==> config.mk <==
export PLATFORM = sky130hd
export DESIGN_NAME = alu_div_seq_flat
export DESIGN_NICKNAME = d
export VERILOG_FILES = /design/src/rtl/alu_div_seq_if.sv /design/src/rtl/alu_div_seq.sv /design/src/flat_wrapper.sv
export SDC_FILE = /design/constraint.sdc
export NUM_CORES = 1
export LEC_CHECK = 0
export ABC_AREA = 1
export ABC_CLOCK_PERIOD_IN_PS = 2300
export CAP_MARGIN = 10
export CELL_PAD_IN_SITES_DETAIL_PLACEMENT = 1
export CELL_PAD_IN_SITES_GLOBAL_PLACEMENT = 1
export CORE_MARGIN = 8
export CORE_UTILIZATION = 35
export DETAILED_ROUTE_END_ITERATION = 10
export GPL_TIMING_DRIVEN = 0
export PLACE_DENSITY_LB_ADDON = 0.12
export SLEW_MARGIN = 20
export SYNTH_ARGS = -nofsm -noshare
export SYNTH_HDL_FRONTEND = slang
export SYNTH_SLANG_ARGS = --single-unit
export TNS_END_PERCENT = 5
==> constraint.sdc <==
create_clock -name clk -period 2.3 [get_ports clk]
set_input_delay 0.345 -clock clk [delete_from_list [all_inputs] [get_ports clk]]
set_output_delay 0.345 -clock clk [all_outputs]
set_load 0.01 [all_outputs]
==> src/rtl/alu_div_seq_if.sv <==
// alu_div_seq_if: start/done handshake bundle for the sequential divider.
//   start, dividend[9:0], divisor[4:0]     : requester -> divider
//   busy, done, quotient[9:0], remainder[4:0],
//   div_by_zero, ovf                       : divider -> requester
// master = requester side, slave = divider side.
interface alu_div_seq_if;
  localparam int unsigned DVD_W = 10;
  localparam int unsigned DVS_W = 5;

  logic             start;
  logic [DVD_W-1:0] dividend;
  logic [DVS_W-1:0] divisor;
  logic             busy;
  logic             done;
  logic [DVD_W-1:0] quotient;
  logic [DVS_W-1:0] remainder;
  logic             div_by_zero;
  logic             ovf;

  modport master (
    output start, dividend, divisor,
    input  busy, done, quotient, remainder, div_by_zero, ovf
  );

  modport slave (
    input  start, dividend, divisor,
    output busy, done, quotient, remainder, div_by_zero, ovf
  );
endinterface

==> src/rtl/alu_div_seq.sv <==
// alu_div_seq: 10-by-5-bit unsigned restoring divider, one quotient bit per clock.
// Ports:
//   clk    : rising-edge clock
//   rst_n  : asynchronous active-low reset
//   bus    : alu_div_seq_if.slave (start/dividend/divisor in;
//            busy/done/quotient/remainder/div_by_zero/ovf out, all registered)
// Optional feature: define ALU_DIV_OVF_CHECK_EN to drive ovf (final quotient > 31);
// without it ovf is tied to 0.
module alu_div_seq (
  input  logic          clk,
  input  logic          rst_n,
  alu_div_seq_if.slave  bus
);

  localparam int unsigned DVD_W     = 10;
  localparam int unsigned DVS_W     = 5;
  localparam int unsigned PREM_W    = DVS_W + 1;
  localparam int unsigned CNT_W     = 4;
  localparam int unsigned LAST_STEP = DVD_W - 1;
  localparam int unsigned OPND_MAX  = (1 << DVS_W) - 1;

  typedef enum logic [1:0] {
    IDLE = 2'd0,
    RUN  = 2'd1,
    DONE = 2'd2
  } state_e;

  state_e             state_q, state_d;
  logic [CNT_W-1:0]   cnt_q, cnt_d;
  logic [DVD_W-1:0]   dvd_q, dvd_d;
  logic [DVS_W-1:0]   dvs_q, dvs_d;
  logic [DVD_W-1:0]   quot_q, quot_d;
  logic [DVS_W-1:0]   rem_q, rem_d;
  logic               dbz_q, dbz_d;
  logic               busy_q, busy_d;
  logic               done_q, done_d;
  logic [PREM_W-1:0]  shifted;

  // Next-state and datapath; rem_q doubles as the running partial remainder,
  // which always stays below the divisor and so fits in 5 bits between steps.
  always_comb begin
    state_d = state_q;
    cnt_d   = cnt_q;
    dvd_d   = dvd_q;
    dvs_d   = dvs_q;
    quot_d  = quot_q;
    rem_d   = rem_q;
    dbz_d   = dbz_q;
    shifted = {rem_q, dvd_q[DVD_W-1]};

    unique case (state_q)
      IDLE: begin
        if (bus.start) begin
          if (bus.divisor != '0) begin
            state_d = RUN;
            dvd_d   = bus.dividend;
            dvs_d   = bus.divisor;
            cnt_d   = '0;
            quot_d  = '0;
            rem_d   = '0;
            dbz_d   = 1'b0;
          end else begin
            state_d = DONE;
            quot_d  = '1;
            rem_d   = bus.dividend[DVS_W-1:0];
            dbz_d   = 1'b1;
          end
        end
      end
      RUN: begin
        dvd_d = {dvd_q[DVD_W-2:0], 1'b0};
        cnt_d = cnt_q + CNT_W'(1);
        if (shifted >= PREM_W'(dvs_q)) begin
          rem_d  = DVS_W'(shifted - PREM_W'(dvs_q));
          quot_d = {quot_q[DVD_W-2:0], 1'b1};
        end else begin
          rem_d  = shifted[DVS_W-1:0];
          quot_d = {quot_q[DVD_W-2:0], 1'b0};
        end
        if (cnt_q == CNT_W'(LAST_STEP)) begin
          state_d = DONE;
        end
      end
      DONE: begin
        state_d = IDLE;
      end
      default: begin
        state_d = IDLE;
      end
    endcase

    busy_d = (state_d != IDLE);
    done_d = (state_d == DONE);
  end

  // State and output registers.
  always_ff @(posedge clk or negedge rst_n) begin
    if (!rst_n) begin
      state_q <= IDLE;
      cnt_q   <= '0;
      dvd_q   <= '0;
      dvs_q   <= '0;
      quot_q  <= '0;
      rem_q   <= '0;
      dbz_q   <= 1'b0;
      busy_q  <= 1'b0;
      done_q  <= 1'b0;
    end else begin
      state_q <= state_d;
      cnt_q   <= cnt_d;
      dvd_q   <= dvd_d;
      dvs_q   <= dvs_d;
      quot_q  <= quot_d;
      rem_q   <= rem_d;
      dbz_q   <= dbz_d;
      busy_q  <= busy_d;
      done_q  <= done_d;
    end
  end

`ifdef ALU_DIV_OVF_CHECK_EN
  logic ovf_q, ovf_d;

  // Cleared on any accepted start; set on the final step if the quotient
  // exceeds the 5-bit operand range. Divide-by-zero never reaches RUN, so it stays 0.
  always_comb begin
    ovf_d = ovf_q;
    if (state_q == IDLE && bus.start) begin
      ovf_d = 1'b0;
    end else if (state_q == RUN && cnt_q == CNT_W'(LAST_STEP)) begin
      ovf_d = (quot_d > DVD_W'(OPND_MAX));
    end
  end

  always_ff @(posedge clk or negedge rst_n) begin
    if (!rst_n) begin
      ovf_q <= 1'b0;
    end else begin
      ovf_q <= ovf_d;
    end
  end

  assign bus.ovf = ovf_q;
`else
  assign bus.ovf = 1'b0;
`endif

  assign bus.busy        = busy_q;
  assign bus.done        = done_q;
  assign bus.quotient    = quot_q;
  assign bus.remainder   = rem_q;
  assign bus.div_by_zero = dbz_q;

endmodule

==> src/flat_wrapper.sv <==
// flat-port wrapper written by rule: the top's interface ports become plain ports
module alu_div_seq_flat 
  (clk, rst_n, bus_start, bus_dividend, bus_divisor, bus_busy, bus_done, bus_quotient, bus_remainder, bus_div_by_zero, bus_ovf);
  alu_div_seq_if bus_i ();
  input  logic clk;
  input  logic rst_n;
  input wire logic [$bits(bus_i.start)-1:0] bus_start;
  input wire logic [$bits(bus_i.dividend)-1:0] bus_dividend;
  input wire logic [$bits(bus_i.divisor)-1:0] bus_divisor;
  output wire logic [$bits(bus_i.busy)-1:0] bus_busy;
  output wire logic [$bits(bus_i.done)-1:0] bus_done;
  output wire logic [$bits(bus_i.quotient)-1:0] bus_quotient;
  output wire logic [$bits(bus_i.remainder)-1:0] bus_remainder;
  output wire logic [$bits(bus_i.div_by_zero)-1:0] bus_div_by_zero;
  output wire logic [$bits(bus_i.ovf)-1:0] bus_ovf;
  assign bus_i.start = bus_start;
  assign bus_i.dividend = bus_dividend;
  assign bus_i.divisor = bus_divisor;
  assign bus_busy = bus_i.busy;
  assign bus_done = bus_i.done;
  assign bus_quotient = bus_i.quotient;
  assign bus_remainder = bus_i.remainder;
  assign bus_div_by_zero = bus_i.div_by_zero;
  assign bus_ovf = bus_i.ovf;
  alu_div_seq u_core (.clk(clk), .rst_n(rst_n), .bus(bus_i));
endmodule
**Word level (Yosys, flattened, before mapping)**

Cells that the tools add are included.

- Output and inout bits: 19
- Bits in registers: 39
- Bits of input ports: 18
- Word-level logic and storage cells: 44

- Reduce and logical (&&, ||, !) cells: 8
- Equal/unequal tests: 5
- $add $sub $neg: 2
- Order comparisons: 1
- Multiplexer cells: 19

Operators by type and width:

| kind | count |
|---|---|
| 10-bit 2-to-1 mux | 4 |
| 10-bit case mux with 2 select lines | 2 |
| 5-bit 2-to-1 mux | 3 |
| 5-bit case mux with 2 select lines | 1 |
| 4-bit 2-to-1 mux | 2 |
| 4-bit case mux with 2 select lines | 1 |
| 6-bit by 5-bit greater-or-equal comparator with 1-bit output | 1 |
| 2-bit 2-to-1 mux | 3 |
| 3-bit AND reduction | 2 |
| 5-bit nonzero test | 1 |
| 5-bit subtractor | 1 |
| 4-bit by 1-bit adder with 4-bit output (second input constant) | 1 |
| 4-bit == test (second input constant) | 1 |
| 2-bit case mux with 2 select lines | 1 |
| 2-bit AND reduction | 2 |
| 2-bit nonzero test | 2 |
| 2-bit by 1-bit == test with 1-bit output (second input constant) | 1 |
| 2-bit == test (second input constant) | 1 |
| 2-bit logical NOT | 1 |
| 1-bit 2-to-1 mux | 2 |
| 2-bit by 1-bit inequality test with 1-bit output (second input constant) | 1 |
| 2-bit inequality test (second input constant) | 1 |

**Logic depth before layout (Yosys ltp)**

- Depth after elaboration: 5
- Depth in mapped cells: 13
- Mapped depth without buffers: 13

**Least setup slack after synthesis**

Ideal clock, no wire load.

- Path kind: register -> register
- Start: register u_core.dvd_q[9]
- End: register u_core.rem_q[3], in the netlist u_core.bus.remainder[3]
- Required time: 2.229 ns
- Stages on the path, launching flop included: 14
- Setup time: 0.071 ns
- Buffers on the path: 0
- Clock period less this slack: 1.692 ns
- Arrival: 1.620 ns
- Setup slack: 0.608 ns
- Cells stage by stage: dfrtp_1 inv_1 ha_1 inv_1 fa_1 inv_1 nand2_1 inv_1 nor2_1 nor2_2 nor2_1 nor2_1 nor2_1 nor2_1

- Cells in the longest elaborated chain, start to end: 3
- Elaborated cells between the ends (all ways): 4
- Classes of those cells: 1 x add/sub; 1 x order compare; 2 x mux

Ends and longest elaborated chain:

| item | line | source |
|---|---|---|
| from (decl) | alu_div_seq.sv:30 | `logic [DVD_W-1:0] dvd_q, dvd_d;` |
| from (signal assigned) | alu_div_seq.sv:111 | `dvd_q <= dvd_d;` |
| 5-bit subtractor / 6-bit by 5-bit greater-or-equal comparator with 1-bit output (equally long branches) | alu_div_seq.sv:74, alu_div_seq.sv:73 |  |
| 5-bit 2-to-1 mux * | alu_div_seq.sv:73 | `if (shifted >= PREM_W'(dvs_q)) begin` |
| 5-bit case mux with 2 select lines * | alu_div_seq.sv:51 | `unique case (state_q)` |
| to (signal assigned) | alu_div_seq.sv:114 | `rem_q <= rem_d;` |
| to (decl) | alu_div_seq.sv:33 | `logic [DVS_W-1:0] rem_q, rem_d;` |

Every way passes the cells marked *; elsewhere a longest branch is shown, timed or not.
A chain may end at the register's enable or synchronous reset.

**Worst setup path in the final report**

Ends and elaborated chain as after synthesis.

==> results.yml <==
sta:
  rsz0062_at_grt: "false"
  worst_slack_ns: 0.376
  finalClockSkew_ns: 0.00412
  hold_ws_ns: 0.495
  setup_viol: 0
  drv_slew: 0
  max_clock_freq_mhz: 520
  finalCritPeriodShare_pct: 83.6
  hold_violations: 0
  period_needed_ns: 1.92
synth:
  ys_seq_area_share_pct: 45.5
  synthCells: 260
  yosysWarnings: 0
  syn_nets: 286
  ys_types: 28
  syn-cell-area_mm2: 0.00214
  avgSynthCellArea_um2: 8.24
  synth-seq-cells: 39
worst_setup_path:
  crit_fanout: 5
  required_ns: 2.53
  crit_type: "reg2reg"
  crit_arrival_ns: 2.15
  critPathMaxStageDelay_ns: 0.42
  path_cells: "inv_1 > ha_1 > inv_1 > fa_1 > inv_1 > nand2_1 > inv_1 > nor2_1 > nor2_2 > nor2_1 > nor2_1 > nor2_1 > nor2_1"
  crit_buf_inv: 4
  cp_slowest_cell: "fa_1"
  critPathTopFamily: "simple AND/OR/NAND/NOR gates"
  cpMostUsedCell: "nor2_1"
  endpoint_kind: "flop"
  critPathLaunchType: "flop"
grt:
  grt_max_degree: 25
  grtUsageTotal_pct: 13.0
  grt_pass1_wl_um: 9190
  overflow: 0
  grt_pass1_vias: 1932
  grt_antenna_before_repair: 0
detailed_routing:
  dr.first_iter.drc_count: 53
  vias: 1766
  finalWirelength_um: 5250
  post_drt_wl_per_cell_um: 13.8
  ant_nets: 0
  routed_via_density: 4.65
  drc: 0
  drt_pass1_iterations: 4
pwr:
  vdd_drop_max_mv: 0.446
  switching_share_pct: 44.1
  clock_power_share_pct: 11.9
  p_per_area_mw_per_mm2: 1480
  leakage_uw: 0.00133
  switchingPower_uw: 1770
  seqPwrFrac_pct: 30.5
  p_int_uw: 2240
  p_comb_share_pct: 57.5
cells_and_area:
  layout-drive-gt1-share_pct: 14.8
  final_common_cell: "nand2_1"
  final_cell_mix: "nand2_1 (62), dfrtp_1 (39), nor2_1 (37)"
  nets: 330
  syn_to_final_growth_pct: 26.0
  n_antenna_cell: 0
clock_network:
  root_buffer: "clkbuf_8"
  cts-resized-gates: 0
  clkSinkCount: 39
  insertion_delay_ns: 0.29
  numCtsBuffers: 5
  cts_tree: "done"
  clk_path_buf_depth: 2
  clk_pin_slew_worst_paths_ns: 0.08
  htreeDepth: 2
flow_run:
  drv_cap: 0
outcome:
  status: "complete, no violations"
floorplanning:
  core-area_mm2: 0.00592
  initial_utilization_pct: 36.2
  die-area_mm2: 0.00888
  die_h_um: 94.3
  die_x_um: 94.3
  io_pins: 37
  rows: 28
placed_design:
  place.gp.congestion: 0.755
  io_buffer_count: 35
  post-dp-hpwl_um: 4090
  pre_cts_ws_ns: 0.384
worst_hold_path:
  hold_class: "reg2reg"
cells by family (layout without fill, tap and decap cells):
logic type | Yosys count | count (layout) | synth area share, %
AOI/OAI and AO/OA | 46 | 46 | 14.8
xor gates and xnor gates | 2 | 2 | 0.817
adders and majority gates | 8 | 8 | 5.02
buffers and inverters | 45 | 90 | 10.3
DFF | 39 | 39 | 45.5
other | 1 | 1 | 0.175
and+or+nand+nor | 119 | 119 | 23.4
worst min-delay path: cells and delay by family (launching register included):
kind	cells	cell delay (ns)
flip-flops	1	0.36
AND/OR/NAND/NOR	2	0.11
sequential cells by signal (all words and copies together), names as in the netlist, 2 cells and up:
register / cells
u_core.state_q: 2
u_core.cnt_q: 4
u_core.dvd_q: 10
u_core.dvs_q: 5
u_core.bus.remainder: 5
u_core.bus.quotient: 10
synthesized netlist by cell type:
cell type | instances | area [µm²]
nor3_2 | 1 | 10.0
buf_6 | 5 | 56.3
nor2_2 | 3 | 18.8
nand3_4 | 1 | 17.5
a31oi_1 | 1 | 6.26
conb_1 | 1 | 3.75
o22ai_1 | 3 | 18.8
nand2_1 | 62 | 233
o21ai_0 | 7 | 35.0
dfrtp_1 | 39 | 976
xnor2_1 | 1 | 8.76
fa_1 | 1 | 20.0
inv_1 | 33 | 124
o21ai_1 | 2 | 10.0
nand2_2 | 1 | 6.26
inv_2 | 2 | 7.51
nor2_1 | 37 | 139
a21oi_2 | 4 | 35.0
o21ai_2 | 9 | 78.8
o211ai_1 | 1 | 7.51
nand3_1 | 13 | 65.1
buf_4 | 4 | 30.0
a21oi_1 | 15 | 75.1
clkinv_1 | 1 | 3.75
nand2_4 | 1 | 11.3
o211ai_2 | 4 | 50.1
ha_1 | 7 | 87.6
xor2_1 | 1 | 8.76
power by group through the flow:
stage	clock [µW]	sequential, µW	combinational (µW)
final	479	1220	2310
after global routing	519	1270	2650
after CTS	493	1230	2360
after detailed placement	0	1240	2360
after global placement	0	1240	2290
after floorplan	0	1260	1580
path summary, 6_finish.rpt:
check	start	to	slack, ns	depth (start not counted)
max	u_core.dvd_q[9]	u_core.bus.remainder[3]	0.38	13
min	u_core.dvs_q[0]	u_core.dvs_q[0]	0.49	2
max reg2reg	u_core.dvd_q[9]	u_core.bus.remainder[3]	0.38	13
min reg2reg	u_core.dvs_q[0]	u_core.dvs_q[0]	0.49	2
max in group asynchronous	rst_n	u_core.cnt_q[2]	1.32	3
min in group asynchronous	rst_n	u_core.dvs_q[3]	0.51	2
layout make-up:
cell class / count / area (µm²)
Buffer: 9 / 86.3
Fill cell: 737 / 3220
Clock inverter: 3 / 20.0
Tap cell: 75 / 93.8
Inverter: 36 / 135
Sequential cell: 39 / 976
Multi-Input combinational cell: 176 / 946
Clock buffer: 5 / 68.8
Timing Repair Buffer: 37 / 375
metal layers:
layer  track usage, %  share of wire [%]  wire, µm
met5                0                  0         0
met4             3.96                1.3        67
met3             2.96                4.1       217
met2             20.5                 45      2380
met1             17.2                 49      2580
timing repair:
action                    CTS  global route
buffers inserted            0             0
hold buffers                1             0
hold endpoints to repair   15             0
metrics by stage:
stage,util (%),instances,total power (µW),cell area [µm²],TNS [ns]
2_1_floorplan,-,260,2840,2140,0
3_3_place_gp,43.7,370,3520,2590,-10.06
3_5_place_dp,44.0,371,3600,2600,0
4_1_cts,45.6,380,4090,2700,0
5_1_grt,45.6,380,4440,2700,0
6_report,45.6,380,4010,2700,0
Note: power is estimated with default switching activity, not from simulation.
